$ cat config.mk
export PLATFORM = sky130hd
export DESIGN_NAME = regfile_wb_arbiter
export DESIGN_NICKNAME = d
export VERILOG_FILES = /design/src/rtl/regfile_wb_arbiter.sv
export SDC_FILE = /design/constraint.sdc
export NUM_CORES = 1
export LEC_CHECK = 0
export CAP_MARGIN = 20
export CORE_UTILIZATION = 47
export CTS_CLUSTER_DIAMETER = 200
export CTS_CLUSTER_SIZE = 8
export DETAILED_ROUTE_END_ITERATION = 16
export GPL_TIMING_DRIVEN = 0
export PLACE_DENSITY_LB_ADDON = 0.15
export SYNTH_ARGS = -nofsm -noshare
export SYNTH_HDL_FRONTEND = slang
export SYNTH_SLANG_ARGS = --single-unit
$ cat constraint.sdc
create_clock -name clk -period 3.9 [get_ports clk]
set_input_delay 0.39 -clock clk [delete_from_list [all_inputs] [get_ports clk]]
set_output_delay 0.39 -clock clk [all_outputs]
set_load 0.03 [all_outputs]
$ cat src/rtl/regfile_wb_arbiter.sv
// Writeback arbiter for the register file's single write port.
// Round-robin between ALU and LSU, plus a busy scoreboard for issue hazards.
module regfile_wb_arbiter #(
   parameter int DATA_WIDTH = 32
) (
   input  logic                  clk,
   input  logic                  rst_n,
   input  logic                  iss_valid,
   input  logic [4:0]            iss_rd,
   input  logic [4:0]            iss_rs1,
   input  logic [4:0]            iss_rs2,
   output logic                  iss_stall,
   input  logic                  alu_valid,
   input  logic [4:0]            alu_rd,
   input  logic [DATA_WIDTH-1:0] alu_data,
   output logic                  alu_ready,
   input  logic                  lsu_valid,
   input  logic [4:0]            lsu_rd,
   input  logic [DATA_WIDTH-1:0] lsu_data,
   output logic                  lsu_ready,
   output logic [4:0]            AD3,
   output logic                  WE3,
   output logic [DATA_WIDTH-1:0] WD3,
   output logic [31:0]           busy
);

   typedef enum logic {
      GNT_ALU = 1'b0,
      GNT_LSU = 1'b1
   } grant_e;

   grant_e                last_grant;
   logic [31:0]           busy_q;
   logic [31:0]           busy_d;
   logic [31:0]           set_mask;
   logic [31:0]           clr_mask;
   logic                  xfer;
   logic [4:0]            wb_rd;
   logic [DATA_WIDTH-1:0] wb_data;

   always_comb begin
      alu_ready = alu_valid &&
                  (!lsu_valid || last_grant == GNT_LSU);
      lsu_ready = lsu_valid &&
                  (!alu_valid || last_grant == GNT_ALU);
      xfer      = alu_ready || lsu_ready;
      wb_rd     = lsu_ready ? lsu_rd : alu_rd;
      wb_data   = lsu_ready ? lsu_data : alu_data;

      // Stall uses registered busy only; no same-cycle bypass.
      iss_stall = iss_valid &&
                  (busy_q[iss_rs1] || busy_q[iss_rs2] ||
                   busy_q[iss_rd]);

      clr_mask = '0;
      if (xfer && wb_rd != 5'd0)
         clr_mask[wb_rd] = 1'b1;

      set_mask = '0;
      if (iss_valid && !iss_stall && iss_rd != 5'd0)
         set_mask[iss_rd] = 1'b1;

      // Set applied after clear so a same-edge set wins.
      busy_d = ((busy_q & ~clr_mask) | set_mask) & ~32'h1;
   end

   always_ff @(posedge clk or negedge rst_n) begin
      if (!rst_n) begin
         busy_q     <= '0;
         WE3        <= 1'b0;
         AD3        <= '0;
         WD3        <= '0;
         last_grant <= GNT_LSU;
      end else begin
         busy_q <= busy_d;
         WE3    <= xfer && wb_rd != 5'd0;
         if (xfer) begin
            AD3        <= wb_rd;
            WD3        <= wb_data;
            last_grant <= lsu_ready ? GNT_LSU : GNT_ALU;
         end
      end
   end

   assign busy = busy_q;

endmodule
== Word-level counts from Yosys, hierarchy flattened ==
Cells that the tools add are included.
W data, S select, Z words.
Word-level totals
  flip-flop bits (word level): 70
  input port bits: 94
  output and inout bits: 73
  logic and storage cells: 48
Operators by class
  $lt $le $gt $ge: 6
  muxes and demuxes: 15
  bitwise gates (word level): 4
  reduce and logical (&&, ||, !) cells: 18
Operator list (number)
  $mux W32: 3
  $and A32 B32 Y32: 1
  $not A32 Y32: 1
  $or A32 B32 Y32: 1
  $lt A5 B6 Y1 const B: 4
  $bmux W1 S5: 3
  $demux W1 S5: 2
  $ge A5 B1 Y1 const B: 2
  $reduce_bool A5 Y1: 2
  $logic_and A1 B1 Y1: 8
  $mux W1: 6
  $logic_or A1 B1 Y1: 5
  $mux W5: 1
  $logic_not A1 Y1: 3
  $not A1 Y1: 1

== Longest topological paths before layout ==
Gate-level depths: netlist of the first run.
  word-level depth: 12
  depth in mapped cells: 10
  gate-level depth less buffers: 7

== Least setup slack after synthesis of the first run ==
OpenSTA, ideal clock, no wires.
  path kind: input to output
  start point: input port iss_rs1[2]
  end point: output port iss_stall
  arrival: 2.219 ns
  data required time: 3.510 ns
  setup slack: 1.291 ns
  stages on the path: 7
  path buffers: 2
  path through: buf_2 buf_2 mux2i_1 mux4_2 nor3_1 nor3_4 a41oi_1
On the way
  longest elaborated chain between the ends: 5
RTL lines
  start, declared: RTL line 10  | input logic [4:0] iss_rs1,
  $bmux W1 S5: RTL line 52  | (busy_q[iss_rs1] || busy_q[iss_rs2] ||
  $mux W1 (implied by the code): RTL line 52
  $logic_or A1 B1 Y1 (2 in a row): RTL line 52
  $logic_and A1 B1 Y1: RTL line 51  | iss_stall = iss_valid &&
  end, declared: RTL line 12  | output logic iss_stall,
No other way between the ends. The select of a mux whose other input is x is not followed.

== Worst setup path in the final report of the first run ==
  start point: input port iss_rd[1]
  end point: output port iss_stall
On the way
  longest elaborated chain between the ends: 4
RTL lines
  start, declared: RTL line 9  | input logic [4:0] iss_rd,
  $bmux W1 S5: RTL line 53  | busy_q[iss_rd]);
  $mux W1 (implied by the code): RTL line 53
  $logic_or A1 B1 Y1: RTL line 52
  $logic_and A1 B1 Y1: RTL line 51
No other way between the ends. The select of a mux whose other input is x is not followed.

==> results of run 1 <==
[state kept, by name, indices dropped and copies added, names as in the netlist]
register / flops
WE3: 1
WD3: 32
AD3: 5
busy: 31
last_grant: 1
[path summary, 6_finish.rpt]
kind                       slack [ns]              startpoint  cells after the start                   to
setup / recovery                 0.26               iss_rd[1]                      8            iss_stall
hold / removal                   0.14                   rst_n                      1  WD3[12]$_DFFE_PN0P_
setup reg to reg                 1.45  last_grant$_DFFE_PN1P_                      7   busy[25]$_DFF_PN0_
hold reg to reg                  0.52     WD3[26]$_DFFE_PN0P_                      2  WD3[26]$_DFFE_PN0P_
max in group asynchronous        3.18                   rst_n                      1   busy[29]$_DFF_PN0_
min in group clk                 0.42               alu_valid                      3  WD3[31]$_DFFE_PN0P_
[placed cells by master (no fill, tap or decap), drive strengths merged, types with 2 or more instances in the layout]
master,instances
nor4,2
o22ai,37
a32oi,2
a31oi,3
buf,15
nor2,79
o21ai,51
mux2,12
clkbuf,29
or2,2
nor3,3
dfrtp,69
mux4,13
inv,7
or3b,2
mux2i,18
nor4b,2
nand3,11
nand4,2
a2111oi,2
nand2,29
o31ai,15
clkdlybuf4s50,156
and3,5
nor2b,4
nand3b,7
a21oi,6
clkinv,2
bufinv,2
nand2b,7
[layout make-up]
| type | instances | area [sq um] |
|---|---|---|
| fill | 645 | 2292 |
| multi-input combinational | 324 | 2195 |
| sequential | 70 | 1753 |
| timing repair buffer | 157 | 1569 |
| buffer | 33 | 157.7 |
| clock buffer | 10 | 137.6 |
| tap | 105 | 131.4 |
| clock inverter | 5 | 82.58 |
| inverter | 6 | 22.52 |
[layer usage]
metal / part of all wire / GRT usage / vias to the layer above
met4: 0.022 / 0.1368 / 0
met5: 0 / 0 / -
met2: 0.49 / 0.5054 / 239
met1: 0.41 / 0.3736 / 2077
met3: 0.085 / 0.07899 / 28
li1: - / - / 1927
[where the power goes]
part | internal [mW] | switching (mW)
registers | 0.861 | 0.162
logic | 0.535 | 0.627
clock network | 0.376 | 0.290
[logic make-up (layout without fill, tap and decap cells)]
group / after synthesis / in the layout
flops: 70 / 70
mux: 43 / 43
other cells: 1 / 1
compound gates: 121 / 121
buf+inv: 39 / 211
simple gates: 159 / 159
==> metrics.cfg, run 1 <==
[run_status]
status=finished clean

[synthesis]
synth_area_sq_um=4128
synthCells=433
seq_area_frac_synth=0.4247
synth-simple-area-share=0.1919
yosysMostFrequentCell=nor2_1
synth_compound_area_frac=0.1907
avgSynthCellArea_sq_um=9.533
synth.top_cell.area_share=0.4183
synth-seq-cells=70
synth_largest_area_cell=dfrtp_1
ys_async_sr_fraction=1.000
synth_top_family_by_area=simple AND/OR/NAND/NOR gates
synth_flop_cell=dfrtp_1
synth_mux_area_frac=0.1482
yosys_warnings=0
synth-edff-count=0
yosysUniqueCellTypes=49
synth_fa_ha_area_frac=0
synth_xor_xnor_area_share=0
syn_nets=527
synth_commonest_cells=nor2_1, dfrtp_1, o21ai_0
ys_top_cells_by_area=dfrtp_1, nor2_1, mux4_2

[timing]
setup_viol=0
slew_viol_final=0
tns_ns=0
finalClockSkew_ns=0.007155
post-route-period-util=0.9329
rsz0062_at_grt=no
hold_viol=0
hold-worst-slack_ns=0.1430
worst_slew_pin_slew_ns=0.8849
fmax_mhz=274.9
setup_ws_ns=0.2618
max_slew_margin=0.4101
period_minus_slack_ns=3.638

[hold_path]
worstHoldPathType=in2async

[critical_path]
endpoint_kind=output port
cpMostUsedCell=clkdlybuf4s50_1
crit_fanout=10
path_cells=clkdlybuf4s50_1 -> clkbuf_1 -> mux4_2 -> a32oi_1 -> o211ai_1 -> nor3_4 -> a41oi_1 -> clkdlybuf4s50_1
critPathRequiredTime_ns=3.51
max_stage_delay_ns=0.63
critPathTopFamily=buffers and inverters
crit_buf_inv=3
crit_type=in2out
crit_slowest_cell=clkdlybuf4s50_1
worstSetupStartpointType=input port
arrival_ns=3.25

[clock_network]
cts_tree=done
postCtsSetupRepairBufs=0
cts.sinks=70
max-clock-path-buffers=2
cts_inserted_buffers=9
cts_resized=0
path_clk_slew_ns=0.08
clock_tree.root_cell=clkbuf_8
insertion_delay_ns=0.36
postCtsHoldBufs=0
ctsHtreeMaxLevel=3

[die]
die_h_um=95.72
core-area_sq_um=8341
start_util=0.4949
std_cell_rows=33
ioPinCount=167
fp.dieW_um=95.72
dieArea_sq_um=9161

[placement]
dpl_worst_slack_ns=0.2893
routabilityCongestion=0.8885
place_area_sq_um=5828
dp_cells=695
port-buffer-count=157
hpwl_um=9890

[pwr]
p_leak_nw=2.412
power_density_nw_per_um2=471.5
vdd_ir_drop_max_v=0.0002138
finalPower_mw=2.852

[route]
vias=4271
routedWlPerCell_um=18.53
drc=0
wl_um=13160
final_antenna_net_count=0
drt-vias-per-instance=6.015
drt_iter0_drc=310
drt_pre_antenna_iters=5

[global_routing]
grt_overflow=0
antenna_found_initial=0
grt_pass1_wl_um=20950
grt_pass1_vias=4301
grt_usage=0.3046
grt_max_degree=71

[finish]
drive_gt1_frac=0.1174
design_area_sq_um=6048
utilization=0.7252
antenna_cells=0
nets=695
area_delta_synth_final_pct=46.53
fin_cells=710

[flow_run]
drv_cap=0

No activity file was read; power rests on OpenSTA's default activity.
==> inputs of run 2 (changes only) <==
- ABC_AREA: not set -> 1
- CORE_UTILIZATION: 47 -> 49
- GPL_TIMING_DRIVEN: 0 -> not set
==> run 2 against run 1 <==
Die area grew 6.3%. Clock skew rose by 0.0086 ns. Synthesized cell count is 54% higher. Critical path depth is 4 higher. Critical endpoint unchanged. Final cell count grew 31%. Sequential power barely moved. Sequential share of layout area shrank 1.6 points. Final area increased by 5.7%. Fmax grew 11%. Utilization decreased by 0.62 points.
==> metrics.cfg, run 2 <==
[pwr]
power_density_nw_per_um2=439.2  ; was 471.5 nW/um^2
power_frac_clock=0.213  ; was 0.234
vdd_ir_drop_max_v=0.0002539  ; was 0.0002138 V
swShare=0.4190  ; was 0.3786
internal_power_mw=1.631  ; was 1.772 mW
p_seq_frac=0.357  ; was 0.359
p_leak_nw=2.946  ; was 2.412 nW
p_sw_mw=1.177  ; was 1.080 mW
pwr-share-comb=0.429  ; was 0.407
finalPower_mw=2.808  ; was 2.852 mW

[clock_network]
max-clock-path-buffers=2  ; unchanged
path_clk_slew_ns=0.08  ; about the same
cts_tree=done  ; unchanged
insertion_delay_ns=0.35  ; was 0.36 ns
postCtsHoldBufs=0  ; unchanged
cts_resized=0  ; unchanged
cts.sinks=70  ; unchanged
ctsHtreeMaxLevel=3  ; unchanged
clock_tree.root_cell=clkbuf_8  ; unchanged
postCtsSetupRepairBufs=0  ; unchanged
cts_inserted_buffers=9  ; unchanged

[synthesis]
yosysMostFrequentCell=nand2_1  ; was nor2_1
avgSynthCellArea_sq_um=6.880  ; was 9.533 sq um
synth.top_cell.area_share=0.3768  ; was 0.4183
synthCells=666  ; was 433
seq_area_frac_synth=0.3826  ; was 0.4247
synth-seq-cells=70  ; unchanged
yosys_warnings=0  ; unchanged
ys_async_sr_fraction=1.000  ; unchanged
synth_commonest_cells=nand2_1, nor2_1, dfrtp_1  ; was nor2_1, dfrtp_1, o21ai_0
synth_area_sq_um=4582  ; was 4128 sq um
synth-edff-count=0  ; unchanged
syn_nets=760  ; was 527
yosysUniqueCellTypes=32  ; was 49
synth_flop_cell=dfrtp_1  ; unchanged
synth_largest_area_cell=dfrtp_1  ; unchanged
ys_top_cells_by_area=dfrtp_1, nand2_1, nor2_1  ; was dfrtp_1, nor2_1, mux4_2

[timing]
slew_viol_final=0  ; unchanged
max_slew_margin=0.3471  ; was 0.4101
hold-worst-slack_ns=0.1838  ; was 0.1430 ns
setup_viol=0  ; unchanged
finalClockSkew_ns=0.01574  ; was 0.007155 ns
tns_ns=0  ; unchanged
rsz0062_at_grt=no  ; unchanged
fmax_mhz=305.7  ; was 274.9 MHz
hold_viol=0  ; unchanged
post-route-period-util=0.8389  ; was 0.9329
period_minus_slack_ns=3.272  ; was 3.638 ns
worst_slew_pin_slew_ns=0.9793  ; was 0.8849 ns

[placement]
routabilityCongestion=0.9826  ; was 0.8885
port-buffer-count=165  ; was 157
place_area_sq_um=6173  ; was 5828 sq um
hpwl_um=12080  ; was 9890 um

[hold_path]
worstHoldPathType=in2async  ; unchanged

[critical_path]
path_cells=clkdlybuf4s50_1 -> nand2_2 -> nor2_1 -> a21oi_1 -> nand2_1 -> nand2_1 -> nand2_1 -> inv_1 -> nand2_2 -> nor2_4 -> a21boi_0 -> clkdlybuf4s50_1  ; was clkdlybuf4s50_1 -> clkbuf_1 -> mux4_2 -> a32oi_1 -> o211ai_1 -> nor3_4 -> a41oi_1 -> clkdlybuf4s50_1
endpoint_kind=output port  ; unchanged
worstSetupStartpointType=input port  ; unchanged
crit_slowest_cell=clkdlybuf4s50_1  ; unchanged
arrival_ns=2.88  ; was 3.25 ns
max_stage_delay_ns=0.73  ; was 0.63 ns
crit_type=in2out  ; unchanged
crit_buf_inv=3  ; unchanged
cpMostUsedCell=nand2_1  ; was clkdlybuf4s50_1
crit_fanout=16  ; was 10
critPathRequiredTime_ns=3.51  ; about the same
critPathTopFamily=buffers and inverters  ; unchanged

[route]
drt_iter0_drc=441  ; was 310
drt-vias-per-instance=5.667  ; was 6.015
drt_pre_antenna_iters=6  ; was 5
wl_um=15980  ; was 13160 um
drc=0  ; unchanged
vias=5259  ; was 4271
final_antenna_net_count=0  ; unchanged
routedWlPerCell_um=17.22  ; was 18.53 um

[finish]
final_cell_mix=nand2_1, clkdlybuf4s50_1, nor2_1, dfrtp_1, nand3_1  ; was clkdlybuf4s50_1, nor2_1, dfrtp_1, o21ai_0, o22ai_1
utilization=0.7190  ; was 0.7252
final_common_cell=nand2_1  ; was clkdlybuf4s50_1
design_area_sq_um=6392  ; was 6048 sq um
area_delta_synth_final_pct=39.51  ; was 46.53%
nets=909  ; was 695
antenna_cells=0  ; unchanged
largest-register=WD3  ; unchanged
largest_register_ff_count=32  ; unchanged
drive_gt1_frac=0.06951  ; was 0.1174

[run_status]
status=finished clean  ; unchanged

[global_routing]
grt_usage=0.3423  ; was 0.3046
grt_pass1_wl_um=25910  ; was 20950 um
grt_pass1_vias=5143  ; was 4301
grt_overflow=0  ; unchanged
antenna_found_initial=0  ; unchanged
grt_max_degree=74  ; was 71

[die]
dieArea_sq_um=9742  ; was 9161 sq um
std_cell_rows=34  ; was 33
ioPinCount=167  ; unchanged
fp.dieW_um=98.70  ; was 95.72 um
start_util=0.5153  ; was 0.4949
die_h_um=98.70  ; was 95.72 um
core-area_sq_um=8891  ; was 8341 sq um

[flow_run]
drv_cap=0  ; unchanged

[run 2: worst paths after layout]
path | startpoint | end | slack (ns) | cells after the start
min | rst_n | WD3[3]$_DFFE_PN0P_ | 0.18 | 1
min in group clk | WD3[22]$_DFFE_PN0P_ | WD3[22]$_DFFE_PN0P_ | 0.49 | 2
min reg2reg | WD3[22]$_DFFE_PN0P_ | WD3[22]$_DFFE_PN0P_ | 0.49 | 2
max | iss_rd[1] | iss_stall | 0.63 | 12
max in group asynchronous | rst_n | WD3[22]$_DFFE_PN0P_ | 2.74 | 2
max reg2reg | last_grant$_DFFE_PN1P_ | busy[21]$_DFF_PN0_ | 1.47 | 11
[run 2: final cells by class]
| type | count | area (sq um) |
|---|---|---|
| Fill cell | 708 | 2499 |
| Timing Repair Buffer | 173 | 1719 |
| Tap cell | 108 | 135.1 |
| Inverter | 74 | 280.3 |
| Sequential cell | 70 | 1753 |
| Clock inverter | 6 | 61.31 |
| Clock buffer | 10 | 137.6 |
| Multi-Input combinational cell | 487 | 2306 |
[run 2: power by group through the flow]
stage | combinational, mW | clock (mW) | sequential, mW
global route | 1.29 | 0.634 | 1.01
CTS | 1.20 | 0.601 | 0.997
floorplan | 0.442 | 0 | 1.22
global placement | 1.18 | 0 | 1.01
finish | 1.21 | 0.599 | 1.00
detailed placement | 1.19 | 0 | 1.01
[run 2: worst reg2reg max path, cell delays in order, from the launching register on]
cell and delay (ns):
dfstp_2 0.54, nand2_1 0.08, nand2_2 0.08, buf_4 0.38
nand2_1 0.12, o21ai_2 0.17, nand2_1 0.21, o21ai_4 0.23
inv_2 0.07, nand2_1 0.26, o21ai_0 0.14, nand2_1 0.08
[run 2: cell families after synthesis]
| logic type | count (synthesis) | synth area share |
|---|---|---|
| and+or+nand+nor | 396 | 0.3706 |
| AOI/OAI and AO/OA | 90 | 0.1319 |
| buffers and inverters | 109 | 0.1141 |
| other | 1 | 0.0008184 |
| DFF | 70 | 0.3826 |
[run 2: routing by layer]
layer  GRT usage  routed length [um]  vias up
met3     0.08014                1534       68
met1      0.4265                6102     2409
li1            -                   -     2472
met5           0                   0        -
met2      0.5493                7526      310
met4      0.1940                 817        0
[run 2: stage by stage]
stage,std cells,setup slack [ns]
6_report,928,0.6284
5_1_grt,928,0.5121
4_1_cts,927,0.6727
3_5_place_dp,911,0.6902
3_3_place_gp,911,0.6847
2_1_floorplan,666,1.630
